$ cat src/rtl/cell_histogram.sv
// cell_histogram: streaming HOG cell-histogram accumulator.
// Sums gradient magnitudes into NUM_BINS per-bin accumulators over
// CELL_PIXELS valid samples. Each completed cell is published as one packed
// word with a single-cycle valid pulse.
module cell_histogram #(
    parameter int MAG_W       = 8,
    parameter int NUM_BINS    = 9,
    parameter int BIN_W       = 4,
    parameter int CELL_PIXELS = 64,
    parameter int ACC_W       = 14
) (
    input  logic                      clk,
    input  logic                      rst,
    input  logic                      clear,
    input  logic                      i_valid,
    input  logic [BIN_W-1:0]          i_bin,
    input  logic [MAG_W-1:0]          i_mag,
    output logic [NUM_BINS*ACC_W-1:0] o_hist,
    output logic                      o_valid,
    output logic                      o_bin_err
);

    localparam int CNT_W = $clog2(CELL_PIXELS);
    localparam logic [CNT_W-1:0] LAST_CNT = CNT_W'(CELL_PIXELS - 1);
    // One extra bit so NUM_BINS == 2^BIN_W is still representable.
    localparam logic [BIN_W:0] BIN_LIMIT = NUM_BINS[BIN_W:0];

    logic [CNT_W-1:0]                    cnt;
    logic [NUM_BINS-1:0][ACC_W-1:0]      acc;
    logic [NUM_BINS-1:0][ACC_W-1:0]      acc_next;
    logic [ACC_W-1:0]                    mag_ext;
    logic                                bin_ok;
    logic                                last;

    assign mag_ext = ACC_W'(i_mag);
    assign bin_ok  = ({1'b0, i_bin} < BIN_LIMIT);
    assign last    = (cnt == LAST_CNT);

    // Next accumulator values for a valid sample; the first sample of a
    // cell overwrites all bins so no separate clearing cycle is needed.
    always_comb begin
        acc_next = acc;
        for (int unsigned k = 0; k < NUM_BINS; k++) begin
            if (cnt == '0) begin
                acc_next[k] = (bin_ok && i_bin == k[BIN_W-1:0]) ? mag_ext : '0;
            end else if (bin_ok && i_bin == k[BIN_W-1:0]) begin
                acc_next[k] = acc[k] + mag_ext;
            end
        end
    end

    // Sample counter, accumulators, output register and error flag.
    always_ff @(posedge clk) begin
        if (rst) begin
            cnt       <= '0;
            acc       <= '0;
            o_hist    <= '0;
            o_valid   <= 1'b0;
            o_bin_err <= 1'b0;
        end else if (clear) begin
            cnt       <= '0;
            acc       <= '0;
            o_valid   <= 1'b0;
            o_bin_err <= 1'b0;
        end else begin
            o_valid <= 1'b0;
            if (i_valid) begin
                acc <= acc_next;
                cnt <= last ? '0 : cnt + 1'b1;
                if (!bin_ok) begin
                    o_bin_err <= 1'b1;
                end
                // Publish from acc_next so the final sample is included.
                if (last) begin
                    o_hist  <= acc_next;
                    o_valid <= 1'b1;
                end
            end
        end
    end

endmodule

$ cat config.mk
export PLATFORM = sky130hd
export DESIGN_NAME = cell_histogram
export DESIGN_NICKNAME = d
export VERILOG_FILES = /design/src/rtl/cell_histogram.sv
export SDC_FILE = /design/constraint.sdc
export NUM_CORES = 1
export LEC_CHECK = 0
export BUFFER_PORTS_ARGS = -buffer_cell sky130_fd_sc_hd__buf_2
export CORE_ASPECT_RATIO = 0.5
export CORE_UTILIZATION = 55
export CTS_CLUSTER_DIAMETER = 80
export DETAILED_ROUTE_END_ITERATION = 12
export PLACE_DENSITY = 0.73
export SKIP_CTS_REPAIR_TIMING = 1
export SYNTH_ARGS = -nofsm -noshare
export SYNTH_HDL_FRONTEND = slang
export SYNTH_SLANG_ARGS = --single-unit
$ cat constraint.sdc
create_clock -name clk -period 3.4 [get_ports clk]
set_clock_uncertainty 0.2 [all_clocks]
set_input_delay 0.51 -clock clk [delete_from_list [all_inputs] [get_ports clk]]
set_output_delay 0.51 -clock clk [all_outputs]
set_load 0.02 [all_outputs]
# After elaboration in Yosys (flattened, before gate mapping)
# Cells that the tools add are included.
[op_classes]
add_sub_neg = 10
order_cmp = 1
n_eq_ne = 9
n_mux = 29
n_bitwise = 3
n_reduce_logical = 15
[ops]
columns = ["cell", "count"]
rows = [
  ["two-way mux 14 bit", 18],
  ["adder 14 x 8 -> 14 bit", 9],
  ["two-way mux 8 bit", 9],
  ["== test 4 x 3 -> 1 bit, second input constant", 4],
  ["logical AND 1 bit", 9],
  ["== test 4 x 2 -> 1 bit, second input constant", 2],
  ["adder 6 x 1 -> 6 bit, second input constant", 1],
  ["== test 6 bit, second input constant", 1],
  ["zero test 6 bit", 1],
  ["two-way mux 6 bit", 1],
  ["== test 4 x 1 -> 1 bit, second input constant", 1],
  ["== test 4 bit, second input constant", 1],
  ["zero test 4 bit", 1],
  ["< comparator 4 bit, second input constant", 1],
  ["inverter 1 bit", 3],
  ["AND reduction 3 bit", 1],
  ["OR reduction 3 bit", 1],
  ["AND reduction 2 bit", 1],
  ["OR reduction 2 bit", 1],
  ["two-way mux 1 bit", 1],
]
[word_totals]
register_bits = 260
in_bits = 16
output_inout_bits = 128
word_cells = 80

# Logic depth before layout (Yosys ltp)
# Gate-level depths: netlist of run 1.
[logic_depth]
ltp_word = 4
depth_mapped = 11
mapped_depth_nobuf = 8

# Least setup slack after synthesis of run 1
# No wires, ideal clock.
[synth_timing]
path_type = "input -> register"
from = "input i_mag[0]"
to = "register o_hist[66]"
setup_ns = 0.086
arrival_ns = 2.391
t_required_ns = 3.114
slack_ns = 0.724
cell_stages = 8
n_path_buf = 0
cell_sequence = "ha_1 fa_1 a21o_1 a221o_1 a21boi_0 nor3_2 xnor2_1 a211oi_1"
[synth_between]
elab_chain_cells = 3
[synth_lines]
columns = ["element", "line", "rtl"]
rows = [
  ["start, declared", "17", "input logic [MAG_W-1:0] i_mag,"],
  ["adder 14 x 8 -> 14 bit", "47", "acc_next[k] = acc[k] + mag_ext;"],
  ["two-way mux 14 bit", "46", "end else if (bin_ok && i_bin == k[BIN_W-1:0]) begin"],
  ["two-way mux 14 bit", "44", "if (cnt == '0) begin"],
  ["end signal, assigned", "75", "o_hist <= acc_next;"],
  ["end, declared", "18", "output logic [NUM_BINS*ACC_W-1:0] o_hist,"],
]
# Every way passes these cells.
# A chain may end at the register's enable or synchronous reset.

# Final worst setup path of run 1
[layout_timing]
from = "register cnt[0]"
to = "register acc[42] in the netlist's numbering"
[layout_between]
elab_chain_cells = 2
[layout_lines]
columns = ["element", "line", "rtl"]
rows = [
  ["start, declared", "28", "logic [CNT_W-1:0] cnt;"],
  ["start signal, assigned", "69", "cnt <= last ? '0 : cnt + 1'b1;"],
  ["zero test 6 bit", "44", ""],
  ["two-way mux 14 bit", "44", ""],
  ["end signal, assigned", "68", "acc <= acc_next;"],
  ["end, declared", "29", "logic [NUM_BINS-1:0][ACC_W-1:0] acc;"],
]
# Every way passes these cells.

==> results of run 1 <==
worst max-delay path, delay by kind of cell, from the launching register on:
family                     cells  cell delay [ns]
AOI/OAI and AO/OA              2             0.46
adders and majority gates      1             0.13
buffers and inverters          2             0.32
DFF                            1             0.35
and+or+nand+nor                3             1.28
layer usage:
layer	track usage (%)	vias up
met2	45.9	446
met4	9.27	0
met1	43.6	6697
met5	0	-
met3	4.50	80
li1	-	6962
final cells by class:
type / count / area [sq um] / share of cell area [%]
multi-input cells: 1422 / 9150 / 54.0
flip-flops and latches: 260 / 5200 / 30.7
repair buffers: 194 / 1230 / 7.24
clock buffers: 37 / 741 / 4.37
well taps: 352 / 440 / 2.60
clock inverters: 7 / 116 / 0.686
inverters: 21 / 78.8 / 0.465
synthesized netlist by cell type (all sizes together) (7+ instances only):
master / n
a211oi: 138
a21boi: 10
a21o: 22
a21oi: 153
a221oi: 12
a22oi: 41
a31oi: 55
a32oi: 9
and3: 21
buf: 44
clkbuf: 97
dfxtp: 260
fa: 9
ha: 74
inv: 21
mux2i: 9
nand2: 166
nand3: 69
nand3b: 11
nand4: 19
nor2: 204
nor3: 41
nor3b: 8
nor4: 7
o21a: 9
o21ai: 97
o311ai: 9
o31ai: 8
or3: 44
xnor2: 39
xor2: 58
flip-flops by register name, indices dropped and copies added (netlist names):
signal	count
acc	126
cnt	6
o_bin_err	1
o_hist	126
o_valid	1
path summary, 6_finish.rpt:
kind                              endpoint  slack, ns
hold / removal    o_hist[117]$_SDFFE_PP0P_       0.17
setup / recovery      acc[42]$_SDFFE_PP0P_       0.52
setup reg to reg      acc[42]$_SDFFE_PP0P_       0.52
hold reg to reg   o_hist[117]$_SDFFE_PP0P_       0.26
where the power goes:
| group | switching (W) | leakage (nW) | internal (W) |
|---|---|---|---|
| sequential | 0.0000234 | 2.10 | 0.00307 |
| combinational | 0.000493 | 3.73 | 0.000242 |
| clock | 0.00122 | 0.419 | 0.00173 |
cells by family after synthesis:
group	synth area share, %
muxes	0.599
xor gates and xnor gates	5.65
and+or+nand+nor	21.4
buffers and inverters	4.67
DFF	34.6
adders and majority gates	7.36
AOI/OAI and AO/OA	25.7
per-stage QoR:
stage,util [%],hold slack [ns],instance area (sq um),worst slack [ns]
after floorplan,-,0.279,15000,0.724
after global placement,60.4,0.239,16100,0.194
after detailed placement,60.4,0.249,16100,0.0821
after CTS,63.7,0.160,17000,0.537
after global routing,63.7,0.173,17000,0.353
final,63.7,0.172,17000,0.518
==> results by group, run 1 <==
Finish
  • Commonest non-fill, non-tap cell in the layout: dfxtp_1
  • Synth-to-layout area growth: 12.8%
  • Final std cells w/o fill: 2293
  • # fillers: 2336
  • Diodes inserted: 0
  • Commonest cells after routing, fill and taps aside: dfxtp_1, nor2_1, nand2_1, a21oi_1, buf_2
  • # nets final: 2023
  • Share of cells above drive strength 1: 13.9%

Critical path
  • CP Launch Point: cnt[0]$_SDFFE_PP0P_
  • Crit path DAT: 3.13 ns
  • CP max FO: 46
  • CP Launch Type: register
  • Worst EP required: 3.65 ns
  • Crit Path Category: register to register
  • FF-to-FF Start: cnt[0]$_SDFFE_PP0P_
  • CP Capture Type: register
  • Critical path, cell by cell: inv_1, ha_1, or4b_1, or2_4, buf_12, nor2_2, a21oi_1, a211oi_1
  • Critical path's largest stage delay: 0.53 ns
  • Register-to-Register Path Depth: 8
  • Slowest cell on crit path: or4b_1

Placement
  • Placed insts: 2249
  • Final GP Congestion: 0.911
  • DP HPWL: 28.5 mm
  • Port Buffer Count: 143

Detailed routing
  • Met1 Wirelength: 20.6 mm
  • WL met2: 18.2 mm
  • DRT iter0 DRCs: 1259
  • WL per Instance: 18.6 um
  • DRC errors left: 0
  • Vias: 14200
  • Via/cell ratio: 6.19
  • DR WL met3: 2.63 mm
  • Antenna-violating nets left: 0
  • Highest routed metal layer: met4
  • Final WL: 42.7 mm
  • Detailed Routing Iterations Pass 1: 6

GRT
  • Antenna violations before repair: 0
  • Vias in the first global route: 12900
  • Remaining Overflow, GRT: 0
  • Global-route wire length before repair: 68.7 mm
  • Pin count of the biggest net entering global routing: 89
  • GRT Total Usage: 30.1%

Die
  • I/O pins: 144
  • Initial core utilization: 56.4%
  • Die Ht: 119 um
  • Core ar.: 0.0266 sq mm
  • Num rows: 42
  • Die area: 0.0280 sq mm
  • Die X: 236 um

Clocking
  • Later-pin clock latency in the skew report: 0.54 ns
  • CTS tree: yes
  • CTS root buf: clkbuf_16
  • Clk buf depth: 3
  • Clock-pin slew on the worst setup and hold paths: 0.07 ns
  • Clock tree sinks: 260
  • Num CTS Buffers: 25
  • CTS H-Tree Depth: 1

Hold path
  • Hold Crit Class: input port to register
  • Hold depth: 2
  • Hold path start: rst

Synthesis
  • Post-synth EDFFs: 0
  • Primary FF master, synth: dfxtp_1
  • Netlist area before placement: 0.0150 sq mm
  • Avg Inst Size Synth: 8.15 sq um
  • Yosys top cell by area: dfxtp_1
  • Async SR Flop Fraction: 0%
  • FF+latch count, synth: 260
  • Top post-synthesis cells by area: dfxtp_1, a211oi_1, ha_1
  • Post-synth cell types: 70
  • Sequential area share after synthesis: 34.6%
  • Area share of the largest cell type after synthesis: 34.6%
  • Yosys warnings: 0
  • Mapped Cells: 1844
  • Net Count, Synth: 1943

STA
  • Sum of negative setup slack: 0 ns
  • Pins over their slew limit: 0
  • Final worst-path cycle share: 84.8%
  • Endpoints failing hold: 0
  • Slew headroom: 40.8%
  • RSZ-0062 raised after global routing: false
  • Fin crit period: 2.88 ns
  • Fmax: 0.347 GHz
  • Pin slew with the least headroom to its limit: 0.888 ns
  • Finish-stage setup viols: 0

Power
  • Maximum VDD drop: 336 uV
  • Leak: 6.25 nW
  • PwrDens: 400 mW/mm^2
  • Total power: 0.00678 W

Outcome
  • Status: finished clean

Job
  • Max cap viols: 0
No activity file was read; power rests on OpenSTA's default activity.
==> run 2, diff against run 1 <==
==> constraint.sdc (replaced) <==
create_clock -name clk -period 2.8 [get_ports clk]
set_clock_uncertainty 0.2 [all_clocks]
set_input_delay 0.42 -clock clk [delete_from_list [all_inputs] [get_ports clk]]
set_output_delay 0.42 -clock clk [all_outputs]
set_load 0.02 [all_outputs]
==> run 2 against run 1 <==
Net effect:
- worst hold slack got worse by 0.035 ns
- core utilization increased by 2.8 points
- global-route usage up 0.55 points
- power grew 25%
- via count rose by 3.3%
- worst setup slack got worse by 0.36 ns
- clock power up 26%
- final cell count grew 3.7%
- largest cell class unchanged
- largest power group unchanged
==> results by group, run 2 (synthesis results as in run 1) <==
Die
  • Die area: 0.0280 sq mm (unchanged)
  • Die Ht: 119 um (unchanged)
  • Initial core utilization: 56.4% (unchanged)
  • Die X: 236 um (unchanged)
  • I/O pins: 144 (unchanged)
  • Core ar.: 0.0266 sq mm (unchanged)
  • Num rows: 42 (unchanged)

Critical path
  • Crit Path Category: register to register
  • Critical path, cell by cell: inv_1, ha_1, or4b_4, or2_4, buf_4, nor2_4, a21oi_1, a211oi_1
  • FF-to-FF Start: cnt[0]$_SDFFE_PP0P_
  • CP Launch Point: cnt[0]$_SDFFE_PP0P_
  • CP Launch Type: register
  • Crit path DAT: 2.89 ns (-0.24 ns)
  • CP Capture Type: register
  • R2r setup slk: 0.15 ns (-0.36 ns)
  • Critical path's largest stage delay: 0.53 ns (about the same)
  • Register-to-Register Path Depth: 8 (unchanged)
  • CP max FO: 14 (-70%)
  • Worst EP required: 3.04 ns (-0.61 ns)
  • Slowest cell on crit path: or4b_4
  • Cell family with most CP delay: simple AND/OR/NAND/NOR gates
  • WP depth: 8 (unchanged)
  • Worst Path Buf+Inv: 2 (unchanged)
  • Crit path capture: acc[71]$_SDFFE_PP0P_
  • Worst reg2reg path endpoint: acc[71]$_SDFFE_PP0P_

Detailed routing
  • Via/cell ratio: 6.16 (-0.41%)
  • Detailed Routing Iterations Pass 1: 5 (-1)
  • WL per Instance: 18.4 um (-0.94%)
  • Vias: 14700 (+3.3%)
  • DRT iter0 DRCs: 1158 (-8.0%)
  • Antenna-violating nets left: 0 (unchanged)
  • Final WL: 43.8 mm (+2.7%)
  • DRC errors left: 0 (unchanged)

Outcome
  • Status: finished clean

Job
  • Max cap viols: 0 (unchanged)

Finish
  • Commonest cells after routing, fill and taps aside: dfxtp_1, nor2_1, nand2_1, a21oi_1, buf_2
  • Synth-to-layout area growth: 17.9%
  • Final core occ: 66.5% (+2.8 points)
  • Share of cells above drive strength 1: 17.7% (+3.8 points)
  • Biggest regs: acc: 126 flops, o_hist: 126 flops, cnt: 6 flops
  • Diodes inserted: 0 (unchanged)
  • # nets final: 2108 (+4.2%)
  • Commonest non-fill, non-tap cell in the layout: dfxtp_1
  • Final std cells w/o fill: 2378 (+3.7%)

GRT
  • Pin count of the biggest net entering global routing: 92 (+3.4%)
  • Vias in the first global route: 13300 (+3.3%)
  • Antenna violations before repair: 0 (unchanged)
  • Remaining Overflow, GRT: 0 (unchanged)
  • GRT Total Usage: 30.6% (+0.55 points)
  • Global-route wire length before repair: 70.0 mm (+1.9%)

Placement
  • DP HPWL: 29.8 mm (+4.6%)
  • Port Buffer Count: 143 (unchanged)
  • DP Worst Slack: -0.163 ns (-0.245 ns)
  • Placed insts: 2333 (+3.7%)
  • Final GP Congestion: 0.948 (+4.0%)

STA
  • Pins over their slew limit: 0 (unchanged)
  • Slew headroom: 38.7% (-2.0 points)
  • Fin crit period: 2.65 ns (-0.236 ns)
  • RSZ-0062 raised after global routing: false
  • Fmax: 0.378 GHz (+8.9%)
  • Endpoints failing hold: 0 (unchanged)
  • Worst setup margin: 0.154 ns (-0.364 ns)
  • Final worst-path cycle share: 94.5% (+9.7 points)
  • Pin slew with the least headroom to its limit: 0.919 ns (+0.0304 ns)
  • Finish-stage setup viols: 0 (unchanged)
  • Sum of negative setup slack: 0 ns (unchanged)

Clocking
  • Later-pin clock latency in the skew report: 0.55 ns (about the same)
  • CTS H-Tree Depth: 1 (unchanged)
  • Num CTS Buffers: 24 (-4.0%)
  • Clk buf depth: 3 (unchanged)
  • CTS root buf: clkbuf_16
  • Clock tree sinks: 260 (unchanged)
  • Clock-pin slew on the worst setup and hold paths: 0.07 ns (about the same)
  • CTS tree: yes

Power
  • Total power: 0.00846 W (+25%)
  • Leak: 6.71 nW (+7.5%)
  • PwrDens: 478 mW/mm^2 (+19%)
  • Maximum VDD drop: 434 uV (+29%)

Hold path
  • Hold Crit Class: input port to register
-- run 2: cell count changes in the layout (fill, tap and decap cells not counted), sizes merged --
cell,previous run,this run
buf,194,278
clkinvlp,1,2
clkinv,3,5
or2,4,5
dlygate4sd3,0,1
clkbuf,37,31
bufinv,3,5
-- run 2: tightest hold or removal path, stage by stage --
cell and delay, ns:
buf_4 0.14, nand4_1 0.13, xor2_1 0.08, nor2_1 0.08
-- run 2: worst min-delay path by stage --
stage / start / endpoint / slack (ns) / depth (start not counted)
global placement: o_hist[75]$_SDFFE_PP0P_ / o_hist[75]$_SDFFE_PP0P_ / 0.24 / 2
floorplan: acc[10]$_SDFFE_PP0P_ / acc[10]$_SDFFE_PP0P_ / 0.28 / 2
detailed placement: o_hist[75]$_SDFFE_PP0P_ / o_hist[75]$_SDFFE_PP0P_ / 0.24 / 2
finish: i_valid / cnt[4]$_SDFFE_PP0P_ / 0.14 / 4
global route: i_valid / cnt[4]$_SDFFE_PP0P_ / 0.17 / 4
CTS: rst / o_hist[106]$_SDFFE_PP0P_ / -0.06 / 2
-- run 2: per-layer routing --
layer  global-route usage [%]  share of wire (%)  routed length (um)
met3                     4.73                7.4                3240
met5                        0                  0                   0
met1                     44.1                 47               20700
met2                     48.2                 43               19100
met4                     6.99                1.9                 848
-- run 2: power by group --
part,internal [W],switching (W)
Clock,0.00219,0.00151
Sequential,0.00373,0.0000286
Combinational,0.000370,0.000626
Total,0.00629,0.00217
-- run 2: area by class of cell --
| cell class | instances | area, sq um |
|---|---|---|
| Multi-Input combinational cell | 1423 | 9170 |
| Inverter | 21 | 78.8 |
| Tap cell | 352 | 440 |
| Sequential cell | 260 | 5200 |
| Clock inverter | 12 | 190 |
| Fill cell | 2324 | 8930 |
| Clock buffer | 31 | 688 |
| Timing Repair Buffer | 279 | 1940 |
-- run 2: per-stage QoR --
step,area [sq um],hold WS [ns]
after floorplan,15000,0.279
after global placement,16800,0.235
after detailed placement,16800,0.244
after CTS,17700,-0.0584
after global routing,17700,0.167
final,17700,0.138
